`config.mk`:
```
export PLATFORM = sky130hd
export DESIGN_NAME = sprite_frame_sequencer
export DESIGN_NICKNAME = d
export VERILOG_FILES = /design/src/rtl/duck_hunt_pkg.sv /design/src/rtl/sprite_frame_sequencer_next_slot_finder.sv /design/src/rtl/sprite_frame_sequencer.sv
export SDC_FILE = /design/constraint.sdc
export NUM_CORES = 1
export LEC_CHECK = 0
export ABC_AREA = 1
export CORE_ASPECT_RATIO = 1.1
export CORE_MARGIN = 2
export CORE_UTILIZATION = 60
export CTS_CLUSTER_DIAMETER = 40
export DETAILED_ROUTE_END_ITERATION = 10
export PLACE_DENSITY = 0.87
export SETUP_SLACK_MARGIN = 0.05
export SLEW_MARGIN = 10
export SYNTH_ARGS = -nofsm -noshare
export SYNTH_HDL_FRONTEND = slang
export SYNTH_SLANG_ARGS = --single-unit
```
`constraint.sdc`:
```
create_clock -name clock -period 22.8 [get_ports clock]
set_input_delay 2.28 -clock clock [delete_from_list [all_inputs] [get_ports clock]]
set_output_delay 2.28 -clock clock [all_outputs]
set_load 0.03 [all_outputs]
```
`src/rtl/duck_hunt_pkg.sv`:
```
// ============================================================================
// Module      : duck_hunt_pkg
// Description : Shared constants, colours and sequencer state encoding.
// Revision    : 1.0 - initial release
// ============================================================================
`default_nettype none

package duck_hunt_pkg;

    localparam int SCREEN_W = 160;
    localparam int SCREEN_H = 120;

    localparam logic [2:0] BLACK  = 3'b000;
    localparam logic [2:0] WHITE  = 3'b111;
    localparam logic [2:0] HUNTER = 3'b001;
    localparam logic [2:0] LASER  = 3'b010;

    localparam logic [2:0] ST_IDLE        = 3'd0;
    localparam logic [2:0] ST_LATCH       = 3'd1;
    localparam logic [2:0] ST_ERASE_START = 3'd2;
    localparam logic [2:0] ST_ERASE_WAIT  = 3'd3;
    localparam logic [2:0] ST_DRAW_START  = 3'd4;
    localparam logic [2:0] ST_DRAW_WAIT   = 3'd5;
    localparam logic [2:0] ST_NEXT        = 3'd6;
    localparam logic [2:0] ST_DONE        = 3'd7;

    typedef enum logic [2:0] {
        S_IDLE        = ST_IDLE,
        S_LATCH       = ST_LATCH,
        S_ERASE_START = ST_ERASE_START,
        S_ERASE_WAIT  = ST_ERASE_WAIT,
        S_DRAW_START  = ST_DRAW_START,
        S_DRAW_WAIT   = ST_DRAW_WAIT,
        S_NEXT        = ST_NEXT,
        S_DONE        = ST_DONE
    } seq_state_t;

endpackage

`default_nettype wire

```
`src/rtl/sprite_frame_sequencer_next_slot_finder.sv`:
```
// ============================================================================
// Module      : next_slot_finder
// Description : Lowest enabled slot index strictly above cur (or from 0 when
//               first is set), with a none flag when no such slot exists.
// Revision    : 1.0 - initial release
// ============================================================================
`default_nettype none

module next_slot_finder
    import duck_hunt_pkg::*;
#(
    parameter int NUM_SLOTS = 6,
    parameter int IDX_W     = 3
) (
    input  logic [NUM_SLOTS-1:0] mask,
    input  logic [IDX_W-1:0]     cur,
    input  logic                 first,
    output logic [IDX_W-1:0]     next,
    output logic                 none
);

    // Descending scan so the lowest qualifying index is the last one written.
    always_comb begin
        next = '0;
        none = 1'b1;
        for (int i = NUM_SLOTS - 1; i >= 0; i--) begin
            if (mask[i] && (first || (i > int'(cur)))) begin
                next = IDX_W'(i);
                none = 1'b0;
            end
        end
    end

endmodule

`default_nettype wire

```
`src/rtl/sprite_frame_sequencer.sv`:
```
// ============================================================================
// Module      : sprite_frame_sequencer
// Description : Per-frame erase/redraw scheduler between the sprite pixel
//               walker and the VGA plot port. Optional macro PLOT_CLIP_EN
//               suppresses off-screen pixels and adds clipped_cnt.
// Revision    : 1.0 - initial release
// ============================================================================
`default_nettype none

module sprite_frame_sequencer
    import duck_hunt_pkg::*;
#(
    parameter int         NUM_SLOTS    = 6,
    parameter logic [2:0] ERASE_COLOUR = BLACK,
    parameter int         X_W          = 8,
    parameter int         Y_W          = 7
) (
    input  logic                   clock,
    input  logic                   reset,
    input  logic                   frame_tick,
    input  logic [NUM_SLOTS-1:0]   slot_en,
    input  logic [NUM_SLOTS*X_W-1:0] slot_x,
    input  logic [NUM_SLOTS*Y_W-1:0] slot_y,
    input  logic [NUM_SLOTS*3-1:0] slot_colour,
    input  logic                   walk_done,
    input  logic [X_W-1:0]         walk_x,
    input  logic [Y_W-1:0]         walk_y,
    output logic                   walk_reset,
    output logic [X_W-1:0]         anchor_x,
    output logic [Y_W-1:0]         anchor_y,
    output logic [X_W-1:0]         x,
    output logic [Y_W-1:0]         y,
    output logic [2:0]             colour,
    output logic                   plot,
    output logic                   busy,
    output logic                   frame_done,
`ifdef PLOT_CLIP_EN
    output logic [15:0]            clipped_cnt,
`endif
    output logic                   overrun
);

    localparam int IDX_W = (NUM_SLOTS > 1) ? $clog2(NUM_SLOTS) : 1;

    seq_state_t           r_state;
    logic [IDX_W-1:0]     r_slot;
    logic [NUM_SLOTS-1:0] r_en;
    logic [NUM_SLOTS-1:0] r_prev_valid;
    logic [X_W-1:0]       r_new_x  [NUM_SLOTS];
    logic [Y_W-1:0]       r_new_y  [NUM_SLOTS];
    logic [2:0]           r_new_c  [NUM_SLOTS];
    logic [X_W-1:0]       r_prev_x [NUM_SLOTS];
    logic [Y_W-1:0]       r_prev_y [NUM_SLOTS];
    logic                 r_walk_reset;
    logic [X_W-1:0]       r_anchor_x;
    logic [Y_W-1:0]       r_anchor_y;
    logic [2:0]           r_colour;
    logic                 r_busy;
    logic                 r_frame_done;
    logic                 r_overrun;

    logic [IDX_W-1:0]     w_next;
    logic                 w_none;
    logic                 w_wait;
    logic                 w_in_range;
    logic                 w_plot;

    next_slot_finder #(
        .NUM_SLOTS (NUM_SLOTS),
        .IDX_W     (IDX_W)
    ) u_finder (
        .mask  (r_en),
        .cur   (r_slot),
        .first (r_state == S_LATCH),
        .next  (w_next),
        .none  (w_none)
    );

`ifdef PLOT_CLIP_EN
    logic [15:0] r_clipped;

    assign w_in_range = (32'(walk_x) < SCREEN_W) && (32'(walk_y) < SCREEN_H);

    always_ff @(posedge clock or posedge reset) begin
        if (reset) begin
            r_clipped <= '0;
        end else if (w_wait && !walk_done && !w_in_range && (r_clipped != 16'hFFFF)) begin
            r_clipped <= r_clipped + 16'd1;
        end
    end

    assign clipped_cnt = r_clipped;
`else
    assign w_in_range = 1'b1;
`endif

    assign w_wait = (r_state == S_ERASE_WAIT) || (r_state == S_DRAW_WAIT);
    assign w_plot = w_wait && !walk_done && w_in_range;

    always_ff @(posedge clock or posedge reset) begin
        if (reset) begin
            r_state      <= S_IDLE;
            r_slot       <= '0;
            r_en         <= '0;
            r_prev_valid <= '0;
            r_walk_reset <= 1'b0;
            r_anchor_x   <= '0;
            r_anchor_y   <= '0;
            r_colour     <= '0;
            r_busy       <= 1'b0;
            r_frame_done <= 1'b0;
            r_overrun    <= 1'b0;
            for (int i = 0; i < NUM_SLOTS; i++) begin
                r_new_x[i]  <= '0;
                r_new_y[i]  <= '0;
                r_new_c[i]  <= '0;
                r_prev_x[i] <= '0;
                r_prev_y[i] <= '0;
            end
        end else begin
            r_walk_reset <= 1'b0;
            r_frame_done <= 1'b0;
            if (frame_tick && r_busy) begin
                r_overrun <= 1'b1;
            end
            case (r_state)
                S_IDLE: begin
                    if (frame_tick) begin
                        r_state <= S_LATCH;
                        r_busy  <= 1'b1;
                        r_en    <= slot_en;
                        for (int i = 0; i < NUM_SLOTS; i++) begin
                            r_new_x[i] <= slot_x[i*X_W +: X_W];
                            r_new_y[i] <= slot_y[i*Y_W +: Y_W];
                            r_new_c[i] <= slot_colour[i*3 +: 3];
                        end
                    end
                end
                // A slot never drawn before has nothing to erase, so it goes
                // straight to its draw pass without spending an erase cycle.
                S_LATCH, S_NEXT: begin
                    if (w_none) begin
                        r_state      <= S_DONE;
                        r_frame_done <= 1'b1;
                    end else begin
                        r_slot       <= w_next;
                        r_walk_reset <= 1'b1;
                        if (r_prev_valid[w_next]) begin
                            r_state    <= S_ERASE_START;
                            r_anchor_x <= r_prev_x[w_next];
                            r_anchor_y <= r_prev_y[w_next];
                        end else begin
                            r_state    <= S_DRAW_START;
                            r_anchor_x <= r_new_x[w_next];
                            r_anchor_y <= r_new_y[w_next];
                        end
                    end
                end
                S_ERASE_START: begin
                    r_state  <= S_ERASE_WAIT;
                    r_colour <= ERASE_COLOUR;
                end
                S_ERASE_WAIT: begin
                    if (walk_done) begin
                        r_state      <= S_DRAW_START;
                        r_walk_reset <= 1'b1;
                        r_anchor_x   <= r_new_x[r_slot];
                        r_anchor_y   <= r_new_y[r_slot];
                        r_colour     <= '0;
                    end
                end
                S_DRAW_START: begin
                    r_state  <= S_DRAW_WAIT;
                    r_colour <= r_new_c[r_slot];
                end
                S_DRAW_WAIT: begin
                    if (walk_done) begin
                        r_state              <= S_NEXT;
                        r_prev_x[r_slot]     <= r_new_x[r_slot];
                        r_prev_y[r_slot]     <= r_new_y[r_slot];
                        r_prev_valid[r_slot] <= 1'b1;
                        r_colour             <= '0;
                    end
                end
                S_DONE: begin
                    r_state <= S_IDLE;
                    r_busy  <= 1'b0;
                end
                default: r_state <= S_IDLE;
            endcase
        end
    end

    assign walk_reset = r_walk_reset;
    assign anchor_x   = r_anchor_x;
    assign anchor_y   = r_anchor_y;
    assign plot       = w_plot;
    assign x          = w_plot ? walk_x : '0;
    assign y          = w_plot ? walk_y : '0;
    assign colour     = r_colour;
    assign busy       = r_busy;
    assign frame_done = r_frame_done;
    assign overrun    = r_overrun;

endmodule

`default_nettype wire

```
==> impl_metrics.ini, run 1 <==
[clock_tree]
cts_root_buf = clkbuf_16
ctsHoldBuffers = 0
cts-resized-gates = 0
ctsLongestPathBuffers = 3
clk_pin_slew_ps = 50
clock_latency_ps = 560
clock-sinks = 238
cts_setup_buffers = 0
tritoncts = built
cts_buffers = 29
htree_levels = 1

[floorplanning]
die-area_um2 = 21500
ios = 171
std_cell_rows = 54
start_util_pct = 61.3
core_area_um2 = 19900
fp.dieW_um = 140
die_h_um = 153

[min_path]
worstHoldStart = r_prev_valid[2]
hold-path-cell-count = 2
worst_hold_path_type = flop to flop
holdPathEnd = r_prev_valid[2]

[yosys]
postSynthAreaPerCell_um2 = 7.98
synthesis.area_um2 = 12200
yosys.area_share.simple_pct = 22.3
ys_ff_latch = 238
synth-xor-area-share_pct = 0
synth-compound-area-share_pct = 14.0
ys_types = 39
ys_seq_area_share_pct = 48.9
syn_inst = 1526
synth.area.mux_share_pct = 6.19
yosysWarnings = 0
syn-num-nets = 1659
synth_top_family_by_area = simple AND/OR/NAND/NOR gates
yosys.area_share.adder_pct = 0

[worst_setup_path]
r2r-end = anchor_x[2]
critPathRequiredTime_ps = 20520
cp.depth = 5
r2r_slack_ps = 18630
endpoint_kind = output port
path_max_fanout = 17
reg2reg_depth = 16
r2r-start = r_slot[1]
crit_chain = clkdlybuf4s50_1, nor3_1, clkinv_1, nor2_1, clkdlybuf4s50_1
path_class = input pin to output port
critPathMaxStageDelay_ps = 690
cpMostUsedCell = clkdlybuf4s50_1
cp_num_buf_inv = 3
critPathTopFamily = buffers and inverters
cp-start-kind = input pin
slowest_stage = clkdlybuf4s50_1
arrival_ps = 4530

[timing]
clock_skew_ps = 15.1
rsz0062_at_grt = false
setup_tns_ps = 0
finalMaxSlewViolations = 0
period_needed_ps = 6810
tightest_slew_ps = 1290
hold_ws_ps = 460
finalSetupViolations = 0
fmax_ghz = 0.147
relSlewSlack_pct = 13.7
fin_crit_sh_pct = 29.9
hold_violations = 0

[outcome]
status = finished clean

[placement]
gp_congestion = 0.954
dp_hpwl_um = 24400
io_buffers = 170

[pwr]
ir_worst_vdd_uv = 175
p_comb_share_pct = 55.4
p_switching_mw = 1.33
p_per_area_nw_per_um2 = 179
p_int_mw = 1.34
power_mw = 2.67
p_leak_nw = 7.21
seqPwrFrac_pct = 26.9
swShare_pct = 49.6
pwr-share-clk_pct = 17.7

[layout]
final_cell_mix = nand2_1, dfrtp_1, nor2_1
fillers = 1395
final_common_cell = nand2_1
utilization_pct = 75.0
antenna_cells = 0
fin_nets = 1785
synthToLayoutAreaGrowth_pct = 22.2
drive_gt1_share_pct = 9.56

[detailed_routing]
wl_per_cell_um = 18.7
vias_per_cell = 5.95
firstDrtPassIters = 6
ant_nets = 0
vias = 11500
drt-initial-drc-count = 1433
drc = 0
detail_route.wirelength_um = 36100

[flow_run]
maxCapViolCount = 0

[global_route]
grt_max_degree = 144
grt_pass1_wl_um = 57800
grt_pass1_vias = 11100
antenna_found_initial = 0
grt_usage_pct = 33.6
globalRoute.totalOverflow = 0
## area by class of cell
cell class / instances / area (µm²) / share of cell area (%)
Inverter: 170 / 646 / 4.34
Sequential cell: 238 / 5960 / 40.0
Clock inverter: 19 / 206 / 1.39
Timing Repair Buffer: 180 / 1780 / 11.9
Clock buffer: 34 / 785 / 5.27
Multi-Input combinational cell: 1033 / 5200 / 35.0
Tap cell: 252 / 315 / 2.12
## power by group through the flow
| stage | combinational [mW] | clock (mW) | sequential, mW |
|---|---|---|---|
| CTS | 1.43 | 0.472 | 0.714 |
| global route | 1.61 | 0.490 | 0.737 |
| global placement | 1.37 | 0 | 0.707 |
| finish | 1.48 | 0.472 | 0.719 |
| floorplan | 1.01 | 0 | 0.721 |
| detailed placement | 1.41 | 0 | 0.719 |
## worst max path at each step
| stage | from | end | slack (ps) |
|---|---|---|---|
| global placement | walk_done | y[0] | 16100 |
| global route | walk_done | y[0] | 15750 |
| detailed placement | walk_done | y[5] | 16010 |
| finish | walk_done | x[4] | 15990 |
| floorplan | reset | anchor_x[0] | 13990 |
| CTS | walk_done | x[4] | 16010 |
## tightest hold or removal path: stages, from the launching register on
cell	delay (ps)
dfrtp_1	340
inv_1	40
nand2_1	50
## flip-flops by register name (all words and copies together), names as in the netlist, 7 cells and up
| name | count |
|---|---|
| r_new_x | 48 |
| r_new_y | 42 |
| r_prev_y | 42 |
| anchor_x | 8 |
| r_prev_x | 48 |
| anchor_y | 7 |
| r_new_c | 18 |
## routing by layer
| metal | vias up | wire (µm) | GRT usage [%] |
|---|---|---|---|
| met2 | 703 | 16300 | 50.5 |
| met5 | - | 0 | 0 |
| met3 | 147 | 4100 | 9.24 |
| li1 | 5202 | - | - |
| met1 | 5417 | 13700 | 44.5 |
| met4 | 0 | 2060 | 18.3 |
## cell usage after synthesis, drive strengths merged
cell	count	share of area [%]
nand3	95	4.0
nand2	372	12
inv	166	5.1
nor3	3	0.16
buf	45	2.1
o221ai	8	0.58
a22oi	7	0.43
o211ai	32	2.0
or2	2	0.10
clkinv	4	0.12
dfrtp	238	49
nor2	189	5.9
clkbuf	40	1.2
o31ai	3	0.18
a41oi	1	0.072
o32ai	1	0.072
a31oi	29	1.5
mux2	67	6.2
a21oi	110	4.5
nand4	4	0.21
a21o	1	0.062
o21ai	109	4.6
## metrics by stage
step	setup WS [ps]	instance area [µm²]	std cells
6_report	15990	14900	1926
5_1_grt	15750	14900	1926
4_1_cts	16010	14900	1926
3_5_place_dp	16010	13900	1873
3_3_place_gp	16100	13900	1873
2_1_floorplan	13990	12200	1526
## cell families after synthesis
logic type | after synthesis
and+or+nand+nor | 665
AOI/OAI and AO/OA | 301
buffers and inverters | 255
DFF | 238
muxes | 67
Power figures use the tool's default switching activity.
==> inputs of run 2 (changes only) <==
--- a/config.mk
+++ b/config.mk
@@ -8,10 +8,10 @@
 export ABC_AREA = 1
 export CORE_ASPECT_RATIO = 1.1
 export CORE_MARGIN = 2
-export CORE_UTILIZATION = 60
+export CORE_UTILIZATION = 55
 export CTS_CLUSTER_DIAMETER = 40
 export DETAILED_ROUTE_END_ITERATION = 10
-export PLACE_DENSITY = 0.87
+export PLACE_DENSITY = 0.8
 export SETUP_SLACK_MARGIN = 0.05
 export SLEW_MARGIN = 10
 export SYNTH_ARGS = -nofsm -noshare
==> constraint.sdc (replaced) <==
create_clock -name clock -period 6.38 [get_ports clock]
set_input_delay 0.638 -clock clock [delete_from_list [all_inputs] [get_ports clock]]
set_output_delay 0.638 -clock clock [all_outputs]
set_load 0.03 [all_outputs]
==> run 2 against run 1 <==
  * Routed wire length grew 3.8%
  * Clock-buffer cell count grew 10
  * Sequential cell count stayed put
  * Power increased to 3.7 times the previous value
  * Sequential share of layout area shrank 0.69 points
  * Worst hold slack is essentially flat
  * Design area is 1.8% higher
  * Highest routed layer unchanged
==> impl_metrics.ini, run 2 (synthesis results as in run 1) <==
[worst_setup_path]
path_class = flop to output port
critPathTopFamily = buffers and inverters
critPathRequiredTime_ps = 5740
cp_num_buf_inv = 3
path_max_fanout = 17
slowest_stage = clkdlybuf4s50_1
crit_chain = inv_2, nor2_1, nor2_1, nor3_1, clkinv_1, nor2_1, clkdlybuf4s50_1
critPathMaxStageDelay_ps = 700
arrival_ps = 3360
endpoint_kind = output port
cp-start-kind = flop
cpMostUsedCell = nor2_1

[layout]
stdcell_count = 1978
largestRegisters = r_new_x x48, r_prev_x x48
fin_nets = 1792
fillers = 1693
antenna_cells = 0
synthToLayoutAreaGrowth_pct = 24.4
drive_gt1_share_pct = 9.86
final_cell_mix = nand2_1, dfrtp_1, nor2_1
final_common_cell = nand2_1
design_area_um2 = 15200

[pwr]
p_per_area_nw_per_um2 = 646
ir_worst_vdd_uv = 460
p_leak_nw = 7.31

[global_route]
globalRoute.totalOverflow = 0
grt_pass1_wl_um = 59300
antenna_found_initial = 1
grt_max_degree = 188
grt_pass1_vias = 11100
grt_usage_pct = 32.0

[detailed_routing]
drc = 0
drt-initial-drc-count = 1513
ant_nets = 0
vias = 11500
firstDrtPassIters = 7
vias_per_cell = 5.82
detail_route.wirelength_um = 37500
wl_per_cell_um = 18.9

[timing]
fmax_ghz = 0.250
period_needed_ps = 3990
tightest_slew_ps = 1150
setup_slack_ps = 2390
hold_violations = 0
rsz0062_at_grt = false
finalSetupViolations = 0
relSlewSlack_pct = 22.8
fin_crit_sh_pct = 62.6
clock_skew_ps = 15.3
finalMaxSlewViolations = 0
setup_tns_ps = 0

[floorplanning]
start_util_pct = 55.6
ios = 171
die_h_um = 160
die-area_um2 = 23400
fp.dieW_um = 146
core_area_um2 = 21900
std_cell_rows = 57

[placement]
dp_cells = 1918
gp_congestion = 0.931
pre_cts_slack_ps = 2710
postPlaceCellArea_um2 = 14000
io_buffers = 170
dp_hpwl_um = 25500

[clock_tree]
clk_pin_slew_ps = 50
clock_latency_ps = 510
htree_levels = 2
cts_root_buf = clkbuf_16
cts_buffers = 34
clock-sinks = 238
tritoncts = built
cts-resized-gates = 0
ctsHoldBuffers = 0
ctsLongestPathBuffers = 3
cts_setup_buffers = 0

[outcome]
status = finished clean

[flow_run]
maxCapViolCount = 0

[min_path]
worst_hold_path_type = flop to flop
-- run 2: routing by layer --
layer | track usage, % | vias to the layer above | part of all wire [%]
li1 | - | 5216 | -
met1 | 43.4 | 5351 | 38
met2 | 49.4 | 765 | 46
met3 | 6.17 | 184 | 11
met4 | 16.0 | 0 | 5.5
met5 | 0 | - | 0
-- run 2: layout make-up --
type / count / area [µm²] / share of cell area (%)
flip-flops and latches: 238 / 5960 / 39.3
multi-input cells: 1033 / 5200 / 34.3
repair buffers: 182 / 1800 / 11.9
clock buffers: 44 / 992 / 6.55
inverters: 170 / 642 / 4.24
well taps: 295 / 369 / 2.44
clock inverters: 16 / 193 / 1.27
-- run 2: metrics by stage --
stage          hold slack (ps)  util [%]  power [mW]
5_1_grt                    491      69.2        10.4
3_5_place_dp               450      63.8        7.61
3_3_place_gp               445      63.8        7.46
4_1_cts                    460      69.2        9.60
2_1_floorplan              435         -        6.21
6_report                   460      69.2        9.78
-- run 2: final timing paths --
path	start	to	slack [ps]	depth (start not counted)
min in group asynchronous	reset	r_prev_x[27]	700	3
max	r_state[2]	y[4]	2390	7
min reg2reg	overrun	overrun	460	1
max in group asynchronous	reset	r_new_x[35]	4180	4
max reg2reg	r_slot[1]	anchor_y[5]	2560	18
min	overrun	overrun	460	1
-- run 2: where the power goes --
part           internal [mW]  switching, mW  leakage [nW]  total [mW]
Clock                   1.23          0.711         0.578        1.94
Combinational           1.60           3.63          4.00        5.23
Sequential              2.19          0.416          2.73        2.61
==> inputs of run 3 (changes only) <==
==> constraint.sdc (replaced) <==
create_clock -name clock -period 3.77 [get_ports clock]
set_input_delay 0.377 -clock clock [delete_from_list [all_inputs] [get_ports clock]]
set_output_delay 0.377 -clock clock [all_outputs]
set_load 0.03 [all_outputs]
==> run 3 against run 2 <==
  * Combinational power increased by 72%
  * Setup slack got worse by 1900 ps
  * Sequential cell count unchanged
  * Clock skew increased by 3.8 ps
  * Final cell count increased by 0.81%
  * Critical endpoint is now y[5]
==> impl_metrics.ini, run 3 (synthesis results as in run 1) <==
[outcome]
status = finished clean

[clock_tree]
clock_latency_ps = 510
cts_buffers = 34
clk_pin_slew_ps = 60
cts_root_buf = clkbuf_16
ctsLongestPathBuffers = 3
htree_levels = 2
clock-sinks = 238
tritoncts = built

[global_route]
grt_max_degree = 150
grt_pass1_wl_um = 59700
antenna_found_initial = 0
grt_usage_pct = 32.1
grt_pass1_vias = 11200
globalRoute.totalOverflow = 0

[placement]
pre_cts_slack_ps = 425
dp_hpwl_um = 26000
gp_congestion = 0.963
io_buffers = 170
dp_cells = 1934
postPlaceCellArea_um2 = 14100

[detailed_routing]
vias_per_cell = 5.78
firstDrtPassIters = 5
wl_per_cell_um = 18.6
detail_route.wirelength_um = 37100
ant_nets = 0
vias = 11500
drc = 0
drt-initial-drc-count = 1393

[floorplanning]
die_h_um = 160
fp.dieW_um = 146
start_util_pct = 55.6
die-area_um2 = 23400
core_area_um2 = 21900
std_cell_rows = 57
ios = 171

[layout]
final_cell_mix = nand2_1, dfrtp_1, nor2_1
antenna_cells = 0
fillers = 1711
design_area_um2 = 15300
stdcell_count = 1994
utilization_pct = 69.8
drive_gt1_share_pct = 10.8
fin_nets = 1808
largestRegisters = r_new_x x48, r_prev_x x48
synthToLayoutAreaGrowth_pct = 25.4
final_common_cell = nand2_1

[timing]
clock_skew_ps = 19.1
fmax_ghz = 0.305
finalMaxSlewViolations = 0
hold_violations = 0
setup_slack_ps = 493
tightest_slew_ps = 1030
finalSetupViolations = 0
setup_tns_ps = 0
relSlewSlack_pct = 31.5
hold_ws_ps = 144
rsz0062_at_grt = false
fin_crit_sh_pct = 86.9
period_needed_ps = 3280

[flow_run]
maxCapViolCount = 0

[worst_setup_path]
crit_start = r_state[1]
crit_chain = inv_1, nor2_1, nor2_1, nor3_2, clkinv_2, nor2_1, clkdlybuf4s50_1
endpoint_kind = output port
r2r-start = r_slot[2]
slowest_stage = clkdlybuf4s50_1
critPathMaxStageDelay_ps = 700
cpMostUsedCell = nor2_1
cp-start-kind = flop
arrival_ps = 2900
critPathRequiredTime_ps = 3390
path_class = flop to output port
path_max_fanout = 17

[pwr]
p_per_area_nw_per_um2 = 1090
power_mw = 16.7
p_leak_nw = 7.38
ir_worst_vdd_uv = 471

[min_path]
worst_hold_path_type = input pin to async pin
## run 3: cell types whose count changed in the layout (fill, tap and decap cells not counted), moves of 2 or more
cell / before / now
buf_4: 11 / 26
inv_6: 1 / 8
bufinv_16: 3 / 5
clkbuf_16: 37 / 34
clkbuf_8: 4 / 1
inv_8: 3 / 1
## run 3: cell type report
type | instances | area [µm²] | area share, %
Multi-Input combinational cell | 1033 | 5200 | 34.0
Sequential cell | 238 | 5960 | 39.0
Inverter | 170 | 643 | 4.21
Tap cell | 295 | 369 | 2.42
Clock inverter | 22 | 299 | 1.96
Clock buffer | 38 | 876 | 5.73
Timing Repair Buffer | 198 | 1940 | 12.7
## run 3: worst max-delay path: cells and delay by family, from the launching register on
kind | cells | cell delay, ps
DFF | 1 | 430
buffers and inverters | 3 | 1150
and+or+nand+nor | 4 | 800
## run 3: timing repair
item,4_1_cts,5_1_grt
gates resized for setup,1,1
setup buffers,0,0
hold buffers,0,0
endpoints found under the setup margin,2,6
## run 3: power by group
group          internal [mW]  switching, mW  total [mW]
combinational           2.86           6.14        9.00
sequential              3.71          0.682        4.39
clock                   2.06           1.24        3.30
total                   8.63           8.06        16.7
## run 3: final timing paths
check	end	slack, ps	cells after the start
min	r_prev_y[29]	140	2
min in group clock	r_en[0]	440	3
max reg2reg	anchor_x[7]	590	17
max	y[5]	490	7
min reg2reg	overrun	460	1
max in group asynchronous	r_new_c[8]	2620	3
## run 3: routing by layer
metal / global-route usage, % / share of wire [%] / vias up
met5: 0 / 0 / -
met1: 44.5 / 40 / 5502
met3: 6.89 / 9.8 / 101
li1: - / - / 5252
met2: 48.8 / 46 / 664
met4: 14.6 / 4.6 / 0
